## src/rtl/ctrl_plane_arbiter.sv

```systemverilog
// Control-plane arbiter: collects TDM upstream path requests into a FIFO and broadcasts GRANT/RELEASE words.
// Optional lease timeout is compiled in when ARB_TIMEOUT_EN is defined.
module ctrl_plane_arbiter #(
    parameter int NODES          = 16,
    parameter int SLOT_CYCLES    = 4,
    parameter int FIFO_DEPTH     = 8,
    parameter int TIMEOUT_CYCLES = 1024
) (
    input  logic             clk,
    input  logic             rst,
    input  logic [15:0]      max_node,
    input  logic [31:0]      ctrl_up_packet,
    output logic [15:0]      slot_node_id,
    output logic [31:0]      ctrl_down_packet,
    output logic [NODES-1:0] node_busy,
    output logic [15:0]      drop_count,
    output logic [1:0]       fsm_state
);
    localparam int NW = (NODES > 1) ? $clog2(NODES) : 1;
    localparam int SW = (SLOT_CYCLES > 1) ? $clog2(SLOT_CYCLES) : 1;
    localparam int AW = $clog2(FIFO_DEPTH);
    localparam logic [3:0] PT_REQ   = 4'd1;
    localparam logic [3:0] PT_GRANT = 4'd2;
    localparam logic [3:0] PT_REL   = 4'd3;

    typedef enum logic [1:0] {
        ST_IDLE  = 2'd0,
        ST_CHECK = 2'd1,
        ST_GRANT = 2'd2
    } state_t;

    state_t state, state_next;

    // Handshake: the upstream word is taken only on the last cycle of a slot;
    // ctrl_down_packet carries one event for exactly one cycle and is 0 otherwise.
    logic [15:0]   eff_max;
    logic [SW-1:0] slot_cnt;
    logic          slot_end;

    always_comb begin
        eff_max = max_node;
        if (max_node == 16'd0 || {16'd0, max_node} > 32'(NODES)) eff_max = 16'(NODES);
    end

    assign slot_end = (slot_cnt == SW'(SLOT_CYCLES - 1));

    always_ff @(posedge clk or negedge rst) begin
        if (!rst) begin
            slot_cnt     <= '0;
            slot_node_id <= 16'd0;
        end else if (slot_end) begin
            slot_cnt     <= '0;
            slot_node_id <= (slot_node_id + 16'd1 >= eff_max) ? 16'd0 : slot_node_id + 16'd1;
        end else begin
            slot_cnt <= slot_cnt + SW'(1);
        end
    end

    logic [3:0]    up_type;
    logic [7:0]    up_src, up_dst;
    logic [11:0]   up_len;
    logic [NW-1:0] src_idx;
    logic          src_is_slot, req_seen, req_ok, rel_fire;

    assign up_type     = ctrl_up_packet[31:28];
    assign up_src      = ctrl_up_packet[27:20];
    assign up_dst      = ctrl_up_packet[19:12];
    assign up_len      = ctrl_up_packet[11:0];
    assign src_idx     = up_src[NW-1:0];
    assign src_is_slot = slot_end && ({8'd0, up_src} == slot_node_id);
    assign req_seen    = slot_end && (up_type == PT_REQ);
    assign req_ok      = req_seen && src_is_slot && ({8'd0, up_dst} < eff_max)
                         && (up_dst != up_src) && (up_len != 12'd0);
    assign rel_fire    = src_is_slot && (up_type == PT_REL) && node_busy[src_idx];

    logic [27:0]   fifo_mem [FIFO_DEPTH];
    logic [AW-1:0] wr_ptr, rd_ptr;
    logic [AW:0]   fifo_cnt;
    logic          fifo_full, push, pop, drop;
    logic [27:0]   head;
    logic [NW-1:0] hs_idx, hd_idx;

    assign fifo_full = (fifo_cnt == (AW+1)'(FIFO_DEPTH));
    assign push      = req_ok && (!fifo_full || pop);
    assign drop      = req_seen && !push;
    assign head      = fifo_mem[rd_ptr];
    assign hs_idx    = head[20+NW-1:20];
    assign hd_idx    = head[12+NW-1:12];

    always_ff @(posedge clk) begin
        if (push) fifo_mem[wr_ptr] <= {up_src, up_dst, up_len};
    end

    always_ff @(posedge clk or negedge rst) begin
        if (!rst) begin
            wr_ptr   <= '0;
            rd_ptr   <= '0;
            fifo_cnt <= '0;
        end else begin
            if (push) wr_ptr <= wr_ptr + AW'(1);
            if (pop)  rd_ptr <= rd_ptr + AW'(1);
            if (push && !pop)      fifo_cnt <= fifo_cnt + (AW+1)'(1);
            else if (pop && !push) fifo_cnt <= fifo_cnt - (AW+1)'(1);
        end
    end

    logic [NW-1:0]    partner [NODES];
    logic [NODES-1:0] rel_mask, busy_avail, grant_mask, to_mask;
    logic [NW-1:0]    to_idx;
    logic             to_fire, head_free;

    always_comb begin
        rel_mask = '0;
        if (rel_fire) rel_mask = (NODES'(1) << src_idx) | (NODES'(1) << partner[src_idx]);
    end

    // The head is judged against the lease table as it stands after this cycle's release.
    assign busy_avail = node_busy & ~rel_mask;
    assign head_free  = !busy_avail[hs_idx] && !busy_avail[hd_idx];
    assign grant_mask = pop ? ((NODES'(1) << hs_idx) | (NODES'(1) << hd_idx)) : '0;

`ifdef ARB_TIMEOUT_EN
    localparam int TW = $clog2(TIMEOUT_CYCLES + 1);
    localparam logic [TW-1:0] LEASE_LAST = TW'(TIMEOUT_CYCLES - 1);

    logic [TW-1:0]    lease_cnt [NODES];
    logic [NODES-1:0] lease_on;
    logic             expired;

    // Lease counters live on the requesting node; the lowest expired index wins.
    always_comb begin
        expired = 1'b0;
        to_idx  = '0;
        for (int n = NODES - 1; n >= 0; n--) begin
            if (lease_on[n] && lease_cnt[n] == LEASE_LAST) begin
                expired = 1'b1;
                to_idx  = NW'(n);
            end
        end
        to_fire = expired && !rel_fire;
        to_mask = '0;
        if (to_fire) to_mask = (NODES'(1) << to_idx) | (NODES'(1) << partner[to_idx]);
    end

    always_ff @(posedge clk or negedge rst) begin
        if (!rst) begin
            lease_on <= '0;
            for (int n = 0; n < NODES; n++) lease_cnt[n] <= '0;
        end else begin
            for (int n = 0; n < NODES; n++) begin
                if (pop && hs_idx == NW'(n)) begin
                    lease_on[n]  <= 1'b1;
                    lease_cnt[n] <= '0;
                end else if (rel_mask[n] || to_mask[n]) begin
                    lease_on[n] <= 1'b0;
                end else if (lease_on[n] && lease_cnt[n] != LEASE_LAST) begin
                    lease_cnt[n] <= lease_cnt[n] + TW'(1);
                end
            end
        end
    end
`else
    assign to_fire = 1'b0;
    assign to_idx  = '0;
    assign to_mask = '0;
    // Keeps the lease limit referenced while the timer is compiled out.
    if (TIMEOUT_CYCLES > 0) begin : g_no_lease_timer
    end
`endif

    logic        blocked, grant_emit, grant_hold, hold_next;
    logic [31:0] grant_word, down_next;

    assign blocked = rel_fire || to_fire;

    always_comb begin
        state_next = state;
        pop        = 1'b0;
        grant_emit = 1'b0;
        hold_next  = grant_hold;
        case (state)
            ST_IDLE: begin
                if (fifo_cnt != '0 || req_ok) state_next = ST_CHECK;
            end
            ST_CHECK: begin
                if (head_free) begin
                    pop        = 1'b1;
                    grant_emit = !blocked;
                    hold_next  = blocked;
                    state_next = ST_GRANT;
                end
            end
            ST_GRANT: begin
                if (!grant_hold) begin
                    state_next = ST_IDLE;
                end else if (!blocked) begin
                    grant_emit = 1'b1;
                    hold_next  = 1'b0;
                    state_next = ST_IDLE;
                end
            end
            default: state_next = ST_IDLE;
        endcase
    end

    // One broadcast per cycle: upstream RELEASE, then timeout, then GRANT.
    always_comb begin
        down_next = 32'd0;
        if (rel_fire)
            down_next = {PT_REL, up_src, 8'(partner[src_idx]), 12'h000};
        else if (to_fire)
            down_next = {PT_REL, 8'(to_idx), 8'(partner[to_idx]), 12'hFFF};
        else if (grant_emit)
            down_next = (state == ST_CHECK) ? {PT_GRANT, head} : grant_word;
    end

    always_ff @(posedge clk or negedge rst) begin
        if (!rst) begin
            state            <= ST_IDLE;
            grant_hold       <= 1'b0;
            grant_word       <= 32'd0;
            ctrl_down_packet <= 32'd0;
            node_busy        <= '0;
            drop_count       <= 16'd0;
            for (int n = 0; n < NODES; n++) partner[n] <= '0;
        end else begin
            state            <= state_next;
            grant_hold       <= hold_next;
            ctrl_down_packet <= down_next;
            node_busy        <= (node_busy & ~rel_mask & ~to_mask) | grant_mask;
            if (pop) begin
                grant_word      <= {PT_GRANT, head};
                partner[hs_idx] <= hd_idx;
                partner[hd_idx] <= hs_idx;
            end
            if (drop && drop_count != 16'hFFFF) drop_count <= drop_count + 16'd1;
        end
    end

    assign fsm_state = state;

endmodule

```

## config.mk

```make
export PLATFORM = sky130hd
export DESIGN_NAME = ctrl_plane_arbiter
export DESIGN_NICKNAME = d
export VERILOG_FILES = /design/src/rtl/ctrl_plane_arbiter.sv
export SDC_FILE = /design/constraint.sdc
export NUM_CORES = 1
export LEC_CHECK = 0
export CAP_MARGIN = 15
export CORE_MARGIN = 5
export CORE_UTILIZATION = 55
export CTS_CLUSTER_DIAMETER = 40
export CTS_CLUSTER_SIZE = 40
export DETAILED_ROUTE_END_ITERATION = 8
export PLACE_DENSITY = 0.83
export SLEW_MARGIN = 30
export SYNTH_ARGS = -nofsm -noshare
export SYNTH_HDL_FRONTEND = slang
export SYNTH_SLANG_ARGS = --single-unit
export TNS_END_PERCENT = 20
```

## constraint.sdc

```tcl
create_clock -name clk -period 7.8 [get_ports clk]
set_input_delay 0.78 -clock clk [delete_from_list [all_inputs] [get_ports clk]]
set_output_delay 0.78 -clock clk [all_outputs]
set_load 0.02 [all_outputs]
```

==> impl_metrics.ini, run 1 <==
[floorplanning]
floorplan.die.width_um = 202.7
die_h_um = 202.7
fp.dieArea_sq_um = 41090
core_region_area_sq_um = 36610
boundaryPins = 132
core.rowCount = 70
initial_utilization = 0.5578

[logic_synthesis]
ys_ff_latch = 410
synth.cell_area_sq_um = 20420
number_of_enable_type_register_cells_in_the_synthesized_netlist = 224
ys_seq_area_frac = 0.5573
synthAdderAreaFrac = 0.02242
dominant_combinational_cell_family_by_area_after_synthesis = compound AO/OA/AOI/OAI gates
ys.flop_type = edfxtp_1
yosys-mux-area-fraction = 0.1181
synth.avg_cell_area_sq_um = 12.45
synth_area_in_xor_xnor = 0.02138
synth.distinct_cells = 91
synth-compound-area-share = 0.1324
synth-warning-count = 0
synthCells = 1640
simple_gate_portion_of_the_synthesized_area = 0.1194
synth_async_sr_flop_share = 0.4537

[clock_network]
clock_latency_ps = 650
clock_tree.root_cell = clkbuf_16
numClockSinks = 410
cts_tree = done
numCtsBuffers = 54
clk_pin_slew_worst_paths_ps = 60
clock_tree.buffer_depth = 3
cts.repair_timing.setup_buffer_count = 0
clock_tree.htree_level_count = 2
postCtsResizedCells = 0
cts_hold_buffers = 0

[grt]
pin_count_of_the_biggest_net_entering_global_routing = 118
number_of_antenna_violations_at_the_first_check_in_global_routing = 2
overflow = 0
grt_first_pass_wirelength_um = 94480
grt_use_total = 0.2984
via_count_of_the_first_global_routing_pass = 15620

[sta]
grt_setup_unrepaired = false
period_share = 0.7744
fin_worst_setup_slack_ps = 1760
clock-skew-final_ps = 66.61
timing.setup.tns_ps = 0
timing.fmax_mhz = 165.6
timing.final.max_slew_violations = 0
worstMarginPinSlew_ps = 988.1
maxSlewHeadroom = 0.3413
period_minus_slack_ps = 6040
setup_violations = 0
finalHoldViolCount = 0

[placed_design]
post-place-ws_ps = 1326
portBuffers = 129
hpwl_um = 40080
routabilityCongestion = 1.034

[detailed_routing]
routed_wire_length_per_instance_um = 27.04
first_pass_iters = 6
detail_route.drc_violations = 0
routed_vias = 15590
detail_route.iter0.violations = 1798
antenna_violating_nets_post_route = 0
routed_via_count_divided_by_cell_count = 6.775
drt_wl_total_um = 62220

[critical_path]
cp_endpoint_kind = flop
crit_path_top_delay_cell = clkdlybuf4s50_1
critical_path_required_ps = 8320
setup.worst_path.start_class = input pin
cp_slowest_stage_delay_ps = 910
critPathMaxFanout = 22
criticalPathCategory = input pin to flop
crit_chain = clkdlybuf4s50_1, xnor2_1, nand4_1, nor4_1, o21ai_1, a21o_1, inv_2, a31oi_1, a2111oi_4, and4_1, a21oi_1, buf_4, nor2_1, buf_4, ha_1, inv_1, ha_1, a21o_1, a21oi_1, xnor2_1, nor2_1, xor2_1
crit_arrival_ps = 6560

[final_layout]
fin_util = 0.6591
fillCellCount = 2619
layout_commonest_cell = edfxtp_1
final_layout_size_suffix_gt1_frac = 0.1447
final_nets = 1872
mostFrequentLayoutCells = edfxtp_1, dfrtp_1, nand2_1
layout-area-overhead-vs-synth_pct = 18.16

[pwr]
total_power_divided_by_cell_area_nw_per_um2 = 404.1
leak_pwr_nw = 9.260
vdd.ir_drop.worst_mv = 0.3533

[hold_path]
hold_path_class = input pin to asynchronous set/reset pin

[run]
max-cap-violations = 0

[status]
run_status = complete, no violations
stage by stage:
step	power [mW]	hold WS [ps]	area [sq um]	std cells
after global routing	10.16	124.0	24130	2301
final	9.751	95.02	24130	2301
after CTS	9.669	358.7	24090	2298
after detailed placement	7.089	420.2	22200	2197
after floorplan	5.703	403.1	20470	1654
after global placement	6.985	413.9	22200	2197
cells by family (layout without fill, tap and decap cells):
logic type,Yosys count,in the layout
AOI/OAI and AO/OA,388,388
xor gates and xnor gates,49,49
adders and majority gates,36,36
buffers and inverters,128,305
DFF,410,410
muxes,157,157
other,2,18
and+or+nand+nor,470,470
metal layers:
layer | routed length, um | global-route usage | part of all wire | vias to the layer above
li1 | - | - | - | 6613
met1 | 23360 | 0.3935 | 0.38 | 7739
met2 | 29890 | 0.4861 | 0.48 | 1035
met3 | 5946 | 0.06133 | 0.096 | 203
met4 | 3017 | 0.1283 | 0.048 | 0
met5 | 0 | 0 | 0 | -
report_power, final:
part | switching (mW) | total, mW | internal [mW]
clock network | 1.06 | 2.54 | 1.48
registers | 0.483 | 3.14 | 2.66
logic | 2.49 | 4.07 | 1.57
final timing paths:
| kind | slack [ps] | cells after the start | startpoint | to |
|---|---|---|---|---|
| setup / recovery | 1760 | 22 | ctrl_up_packet[20] | fifo_cnt[3] |
| hold / removal | 100 | 1 | rst | partner[57] |
| setup reg to reg | 1860 | 20 | rd_ptr[2] | fifo_cnt[3] |
| hold reg to reg | 430 | 1 | slot_cnt[0] | slot_cnt[0] |
| max in group asynchronous | 6310 | 3 | rst | grant_word[13] |
| min in group clk | 430 | 1 | slot_cnt[0] | slot_cnt[0] |
state kept, by name, summed over array words and instances, names as in the netlist:
register	flops
slot_node_id	16
drop_count	16
node_busy	16
fifo_mem	224
fifo_cnt	4
grant_hold	1
partner	64
slot_cnt	2
ctrl_down_packet	30
grant_word	29
rd_ptr	3
fsm_state	2
wr_ptr	3
synth_stat cells (6+ instances only):
| cell | number | area, sq um |
|---|---|---|
| and2_1 | 11 | 68.82 |
| buf_1 | 6 | 22.52 |
| mux2i_1 | 70 | 700.7 |
| ha_1 | 35 | 437.9 |
| edfxtp_1 | 224 | 6726 |
| nand2b_1 | 26 | 162.7 |
| clkbuf_1 | 40 | 150.1 |
| and3_1 | 15 | 93.84 |
| a22o_1 | 65 | 569.3 |
| a21o_1 | 19 | 142.6 |
| buf_2 | 26 | 130.1 |
| nand3b_1 | 9 | 67.56 |
| a211oi_1 | 6 | 45.04 |
| xnor2_1 | 41 | 359.1 |
| nor3_1 | 28 | 140.1 |
| mux2_2 | 21 | 236.5 |
| or4_1 | 6 | 45.04 |
| nor2_1 | 55 | 206.5 |
| a22oi_1 | 11 | 82.58 |
| nand4_1 | 19 | 118.9 |
| o22ai_1 | 55 | 344.1 |
| nand2_1 | 158 | 593.1 |
| or2_2 | 12 | 75.07 |
| a21oi_1 | 27 | 135.1 |
| buf_6 | 7 | 78.83 |
| o211ai_1 | 13 | 97.59 |
| dfrtp_1 | 186 | 4654 |
| o21ai_0 | 69 | 345.3 |
| a31oi_1 | 8 | 50.05 |
| nand3_1 | 63 | 315.3 |
| o21ai_1 | 42 | 210.2 |
| nor2b_1 | 12 | 75.07 |
| mux4_2 | 65 | 1464 |
| nor4_1 | 10 | 62.56 |
| inv_1 | 41 | 153.9 |
| o22a_1 | 6 | 52.55 |
| xor2_1 | 7 | 61.31 |
| o32ai_1 | 8 | 70.07 |
| nor3b_1 | 10 | 75.07 |
| o2111ai_1 | 10 | 87.58 |
final cells by class:
| type | instances | area [sq um] | area share |
|---|---|---|---|
| well taps | 468 | 585.6 | 0.02427 |
| repair buffers | 160 | 1555 | 0.06445 |
| multi-input cells | 1116 | 8542 | 0.3540 |
| clock buffers | 65 | 1464 | 0.06067 |
| inverters | 44 | 165.2 | 0.006844 |
| diodes | 2 | 5.005 | 0.0002074 |
| flip-flops and latches | 410 | 11390 | 0.4718 |
| clock inverters | 36 | 427.9 | 0.01773 |
critical path, delay by kind of cell:
kind                     cells  cell delay [ps]
AO/OA/AOI/OAI                7             1500
adder cells (fa/ha/maj)      2              480
AND/OR/NAND/NOR              5             1440
XOR/XNOR                     3              760
buffers and inverters        5             1550
Note: power is estimated with default switching activity, not from simulation.
==> inputs of run 2 (changes only) <==
clock period = 5.74 ns   (was 7.8 ns; I/O delays follow)
==> run 2 against run 1 <==
Power grew 38%. Wire length shrank 2.4%. Combinational power grew 36%. Non-clock buffer count grew 20. Clock-buffer cell count shrank 5. Via count shrank 0.69%. Critical path depth shrank 3. Die area is the same. Critical path type unchanged. Worst setup slack lost 1600 ps.
==> impl_metrics.ini, run 2 (synthesized netlist as in run 1, its figures left out) <==
[clock_network]
clock_tree.htree_level_count = 2
clock_latency_ps = 630
numCtsBuffers = 55
clock_tree.buffer_depth = 3
clk_pin_slew_worst_paths_ps = 50
cts_tree = done
numClockSinks = 410
clock_tree.root_cell = clkbuf_16

[placed_design]
portBuffers = 129
routabilityCongestion = 1.031
hpwl_um = 40480
dpl_cell_area_sq_um = 22380
dp_cells = 2217
post-place-ws_ps = -99.71

[critical_path]
crit_path_top_delay_cell = nor4_1
critPathMaxFanout = 5
crit_arrival_ps = 6050
critical_path_buf_inv_count = 2
cp_endpoint_kind = flop
crit_chain = clkdlybuf4s50_1, xnor2_1, nand4_1, nor4_1, nand3_1, o31ai_1, o21ba_2, a2111oi_4, and4_1, a21oi_1, nor2_1, ha_1, inv_1, ha_1, a21o_1, a21oi_1, xnor2_1, nor2_1, xor2_1
cp_top_family = simple AND/OR/NAND/NOR gates
critical_path_required_ps = 6230
cp_slowest_stage_delay_ps = 850
setup.worst_path.start_class = input pin
criticalPathCategory = input pin to flop

[pwr]
leak_pwr_nw = 9.409
total_power_divided_by_cell_area_nw_per_um2 = 549.8
vdd.ir_drop.worst_mv = 0.3223

[final_layout]
final_layout_size_suffix_gt1_frac = 0.1526
layoutNonFillerInstCount = 2322
fin_util = 0.6668
top_register = fifo_mem
insertedDiodeCount = 0
final_nets = 1893
largest_registers = fifo_mem x224, partner x64, ctrl_down_packet x30
layout_commonest_cell = edfxtp_1
layout-area-overhead-vs-synth_pct = 19.54
fillCellCount = 2562
design_area_sq_um = 24410
largest_register_ff_count = 224
mostFrequentLayoutCells = edfxtp_1, dfrtp_1, nand2_1

[detailed_routing]
routed_via_count_divided_by_cell_count = 6.668
routed_wire_length_per_instance_um = 26.15
routed_vias = 15480
first_pass_iters = 6
detail_route.drc_violations = 0
drt_wl_total_um = 60710
antenna_violating_nets_post_route = 0
detail_route.iter0.violations = 1713

[sta]
setup_violations = 0
timing.final.max_slew_violations = 0
period_share = 0.9688
fin_worst_setup_slack_ps = 179.3
worstMarginPinSlew_ps = 880.0
timing.fmax_mhz = 179.8
finalHoldViolCount = 0
grt_setup_unrepaired = false
clock-skew-final_ps = 42.07
period_minus_slack_ps = 5561
maxSlewHeadroom = 0.4079

[floorplanning]
boundaryPins = 132
core.rowCount = 70
die_h_um = 202.7
fp.dieArea_sq_um = 41090
floorplan.die.width_um = 202.7
initial_utilization = 0.5578
core_region_area_sq_um = 36610

[grt]
grt_first_pass_wirelength_um = 93630
overflow = 0
via_count_of_the_first_global_routing_pass = 15830
number_of_antenna_violations_at_the_first_check_in_global_routing = 0
pin_count_of_the_biggest_net_entering_global_routing = 75
grt_use_total = 0.2940

[status]
run_status = complete, no violations

[run]
max-cap-violations = 0

[hold_path]
hold_path_class = flop to flop
## run 2: final timing paths
check | startpoint | endpoint | slack (ps) | cells after the start
worst max-delay path | ctrl_up_packet[23] | fifo_cnt[3] | 180 | 19
worst min register to register | slot_cnt[0] | slot_cnt[0] | 430 | 1
worst max register to register | rd_ptr[1] | fifo_cnt[3] | 220 | 18
min in group asynchronous | rst | partner[57] | 550 | 2
max in group asynchronous | rst | drop_count[3] | 3880 | 3
worst min-delay path | slot_cnt[0] | slot_cnt[0] | 430 | 1
## run 2: area by class of cell
type,instances,area [sq um],share of cell area
clock buffers,60,1415,0.05796
inverters,44,165.2,0.006765
multi-input cells,1116,8536,0.3496
clock inverters,44,605.6,0.02481
well taps,468,585.6,0.02399
flip-flops and latches,410,11390,0.4664
repair buffers,180,1720,0.07047
## run 2: report_power, final
group | internal, mW | switching (mW)
clock network | 2.18 | 1.47
logic | 2.16 | 3.37
registers | 3.62 | 0.620
total | 7.96 | 5.46
## run 2: timing repair
item,CTS,global route
hold buffers,1,0
setup endpoints to repair,0,1
endpoints found under the hold margin,26,0
resized for setup,0,1
setup buffers,0,0
## run 2: worst reg2reg max path, cell delays in order (launching register included)
cell,delay [ps]
dfrtp_4,970
mux2i_1,270
nand2_1,150
nand4_1,500
nand3_1,510
nand2_1,180
a32o_1,350
a2111oi_4,460
and4_1,290
a21oi_1,110
nor2_1,180
ha_1,220
inv_1,100
ha_1,300
a21o_1,180
a21oi_1,240
xnor2_1,170
nor2_1,70
xor2_1,140
## run 2: stage by stage
stage | hold WS (ps) | power, mW | setup TNS (ps)
5_1_grt | 439.0 | 13.99 | 0
4_1_cts | 434.7 | 13.35 | 0
3_5_place_dp | 427.0 | 9.616 | -99.71
6_report | 429.6 | 13.42 | 0
2_1_floorplan | 278.4 | 7.749 | 0
3_3_place_gp | 415.4 | 9.474 | 0
## run 2: per-layer routing
metal / share of wire / track usage / routed length, um
met3: 0.098 / 0.05894 / 5951
met2: 0.48 / 0.4839 / 29430
met4: 0.046 / 0.1317 / 2789
met1: 0.37 / 0.3822 / 22540
met5: 0 / 0 / 0
==> inputs of run 3 (changes only) <==
CTS_CLUSTER_DIAMETER = 100   (was 40)
==> run 3 against run 2 <==
Clock power fell by 58%. Sequential power hardly changed. Register-to-register slack improved by 160 ps. Power decreased by 16%.
==> impl_metrics.ini, run 3 (synthesized netlist as in run 1, its figures left out) <==
[clock_network]
clock_tree.htree_level_count = 1
clock_tree.root_cell = clkbuf_16
cts.repair_timing.setup_buffer_count = 0
numCtsBuffers = 16
clock_tree.buffer_depth = 3
numClockSinks = 410
cts_hold_buffers = 0
cts_tree = done
clk_pin_slew_worst_paths_ps = 140
postCtsResizedCells = 0
clock_latency_ps = 570

[critical_path]
cp_top_family = simple AND/OR/NAND/NOR gates
timing.reg2reg.worst_path_depth = 19
setup.worst_path.start_class = input pin
crit_path_top_delay_cell = nor4_1
crit_cells = 20
cp_slowest_stage_delay_ps = 880
crit_chain = clkdlybuf4s50_1, xnor2_1, nand4_1, nor4_1, o21ai_1, a21o_1, inv_2, a31oi_1, a2111oi_4, and4_1, a21oi_1, nor2_1, ha_1, inv_1, ha_1, a21o_1, a21oi_1, xnor2_1, nor2_1, xor2_1
crit_arrival_ps = 5940
critPathMaxFanout = 9
criticalPathCategory = input pin to flop
critical_path_buf_inv_count = 3
cp_endpoint_kind = flop
critical_path_required_ps = 6190

[floorplanning]
core.rowCount = 70
die_h_um = 202.7
boundaryPins = 132
initial_utilization = 0.5578
core_region_area_sq_um = 36610
floorplan.die.width_um = 202.7
fp.dieArea_sq_um = 41090

[final_layout]
final_nets = 1853
final_layout_size_suffix_gt1_frac = 0.1159
mostFrequentLayoutCells = edfxtp_1, dfrtp_1, nand2_1
layout-area-overhead-vs-synth_pct = 12.28
largest_registers = fifo_mem x224, partner x64, ctrl_down_packet x30
largest_register_ff_count = 224
top_register = fifo_mem
design_area_sq_um = 22930
layout_commonest_cell = edfxtp_1

[detailed_routing]
drt_wl_total_um = 57890
detail_route.drc_violations = 0
first_pass_iters = 8
antenna_violating_nets_post_route = 0
routed_via_count_divided_by_cell_count = 6.705
detail_route.iter0.violations = 1866
routed_vias = 15060
routed_wire_length_per_instance_um = 25.78

[sta]
timing.final.max_slew_violations = 0
timing.fmax_mhz = 182.3
period_share = 0.9556
period_minus_slack_ps = 5485
maxSlewHeadroom = 0.3699
clock-skew-final_ps = 47.88
setup_violations = 0
grt_setup_unrepaired = false
finalHoldViolCount = 0
worstMarginPinSlew_ps = 936.5

[grt]
grt_first_pass_wirelength_um = 89710
grt_use_total = 0.2789
via_count_of_the_first_global_routing_pass = 15060
overflow = 0
pin_count_of_the_biggest_net_entering_global_routing = 75
number_of_antenna_violations_at_the_first_check_in_global_routing = 1

[pwr]
leak_pwr_nw = 8.694
vdd.ir_drop.worst_mv = 0.3026
total_power_divided_by_cell_area_nw_per_um2 = 490.5
finalPower_mw = 11.25

[hold_path]
hold_path_class = input pin to asynchronous set/reset pin

[placed_design]
portBuffers = 129
hpwl_um = 40480
dpl_cell_area_sq_um = 22380
routabilityCongestion = 1.031

[status]
run_status = complete, no violations

[run]
max-cap-violations = 0
-- run 3: cell types whose count changed in the layout (fill, tap and decap cells not counted), moves of 2 or more --
cell        delta
clkbuf_1       +3
clkinv_2       -3
clkbuf_8       -2
clkinv_8       -5
clkinv_4       -2
inv_6          -9
clkinvlp_4     -5
inv_8          -5
clkinv_1       -3
bufinv_16      -7
clkbuf_16     -39
-- run 3: final timing paths --
kind,start,to,slack (ps)
setup / recovery,ctrl_up_packet[23],fifo_cnt[3],250
hold / removal,rst,partner[56],20
setup reg to reg,rd_ptr[1],fifo_cnt[3],380
hold reg to reg,slot_cnt[0],slot_cnt[0],440
max in group asynchronous,rst,drop_count[8],4430
min in group clk,slot_cnt[0],slot_cnt[0],440
-- run 3: report_power, final --
| group | leakage, nW | internal [mW] | total [mW] | switching, mW |
|---|---|---|---|---|
| logic | 4.01 | 2.16 | 5.47 | 3.31 |
| clock network | 0.260 | 0.577 | 1.55 | 0.976 |
| registers | 4.43 | 3.61 | 4.22 | 0.616 |
| total | 8.69 | 6.34 | 11.2 | 4.90 |
-- run 3: cell type report --
class	count	area (sq um)
fill	2754	13680
sequential	410	11390
multi-input combinational	1116	8529
timing repair buffer	179	1710
tap	468	585.6
clock buffer	22	422.9
inverter	44	165.2
clock inverter	6	127.6
antenna	1	2.502
-- run 3: per-stage QoR --
stage | hold slack, ps | utilization | cells | setup TNS [ps] | setup WS [ps]
2_1_floorplan | 278.4 | - | 1654 | 0 | 366.9
3_3_place_gp | 415.4 | 0.6112 | 2217 | 0 | 21.73
3_5_place_dp | 427.0 | 0.6112 | 2217 | -99.71 | -99.71
4_1_cts | 27.19 | 0.6262 | 2245 | 0 | 440.4
5_1_grt | 65.17 | 0.6263 | 2246 | 0 | 116.0
6_report | 17.75 | 0.6263 | 2246 | 0 | 254.6
-- run 3: per-layer routing --
layer,up-vias,track usage,wire [um]
li1,6532,-,-
met4,0,0.1043,2349
met5,-,0,0
met1,7449,0.3801,22050
met3,157,0.04264,5460
met2,922,0.4596,28030
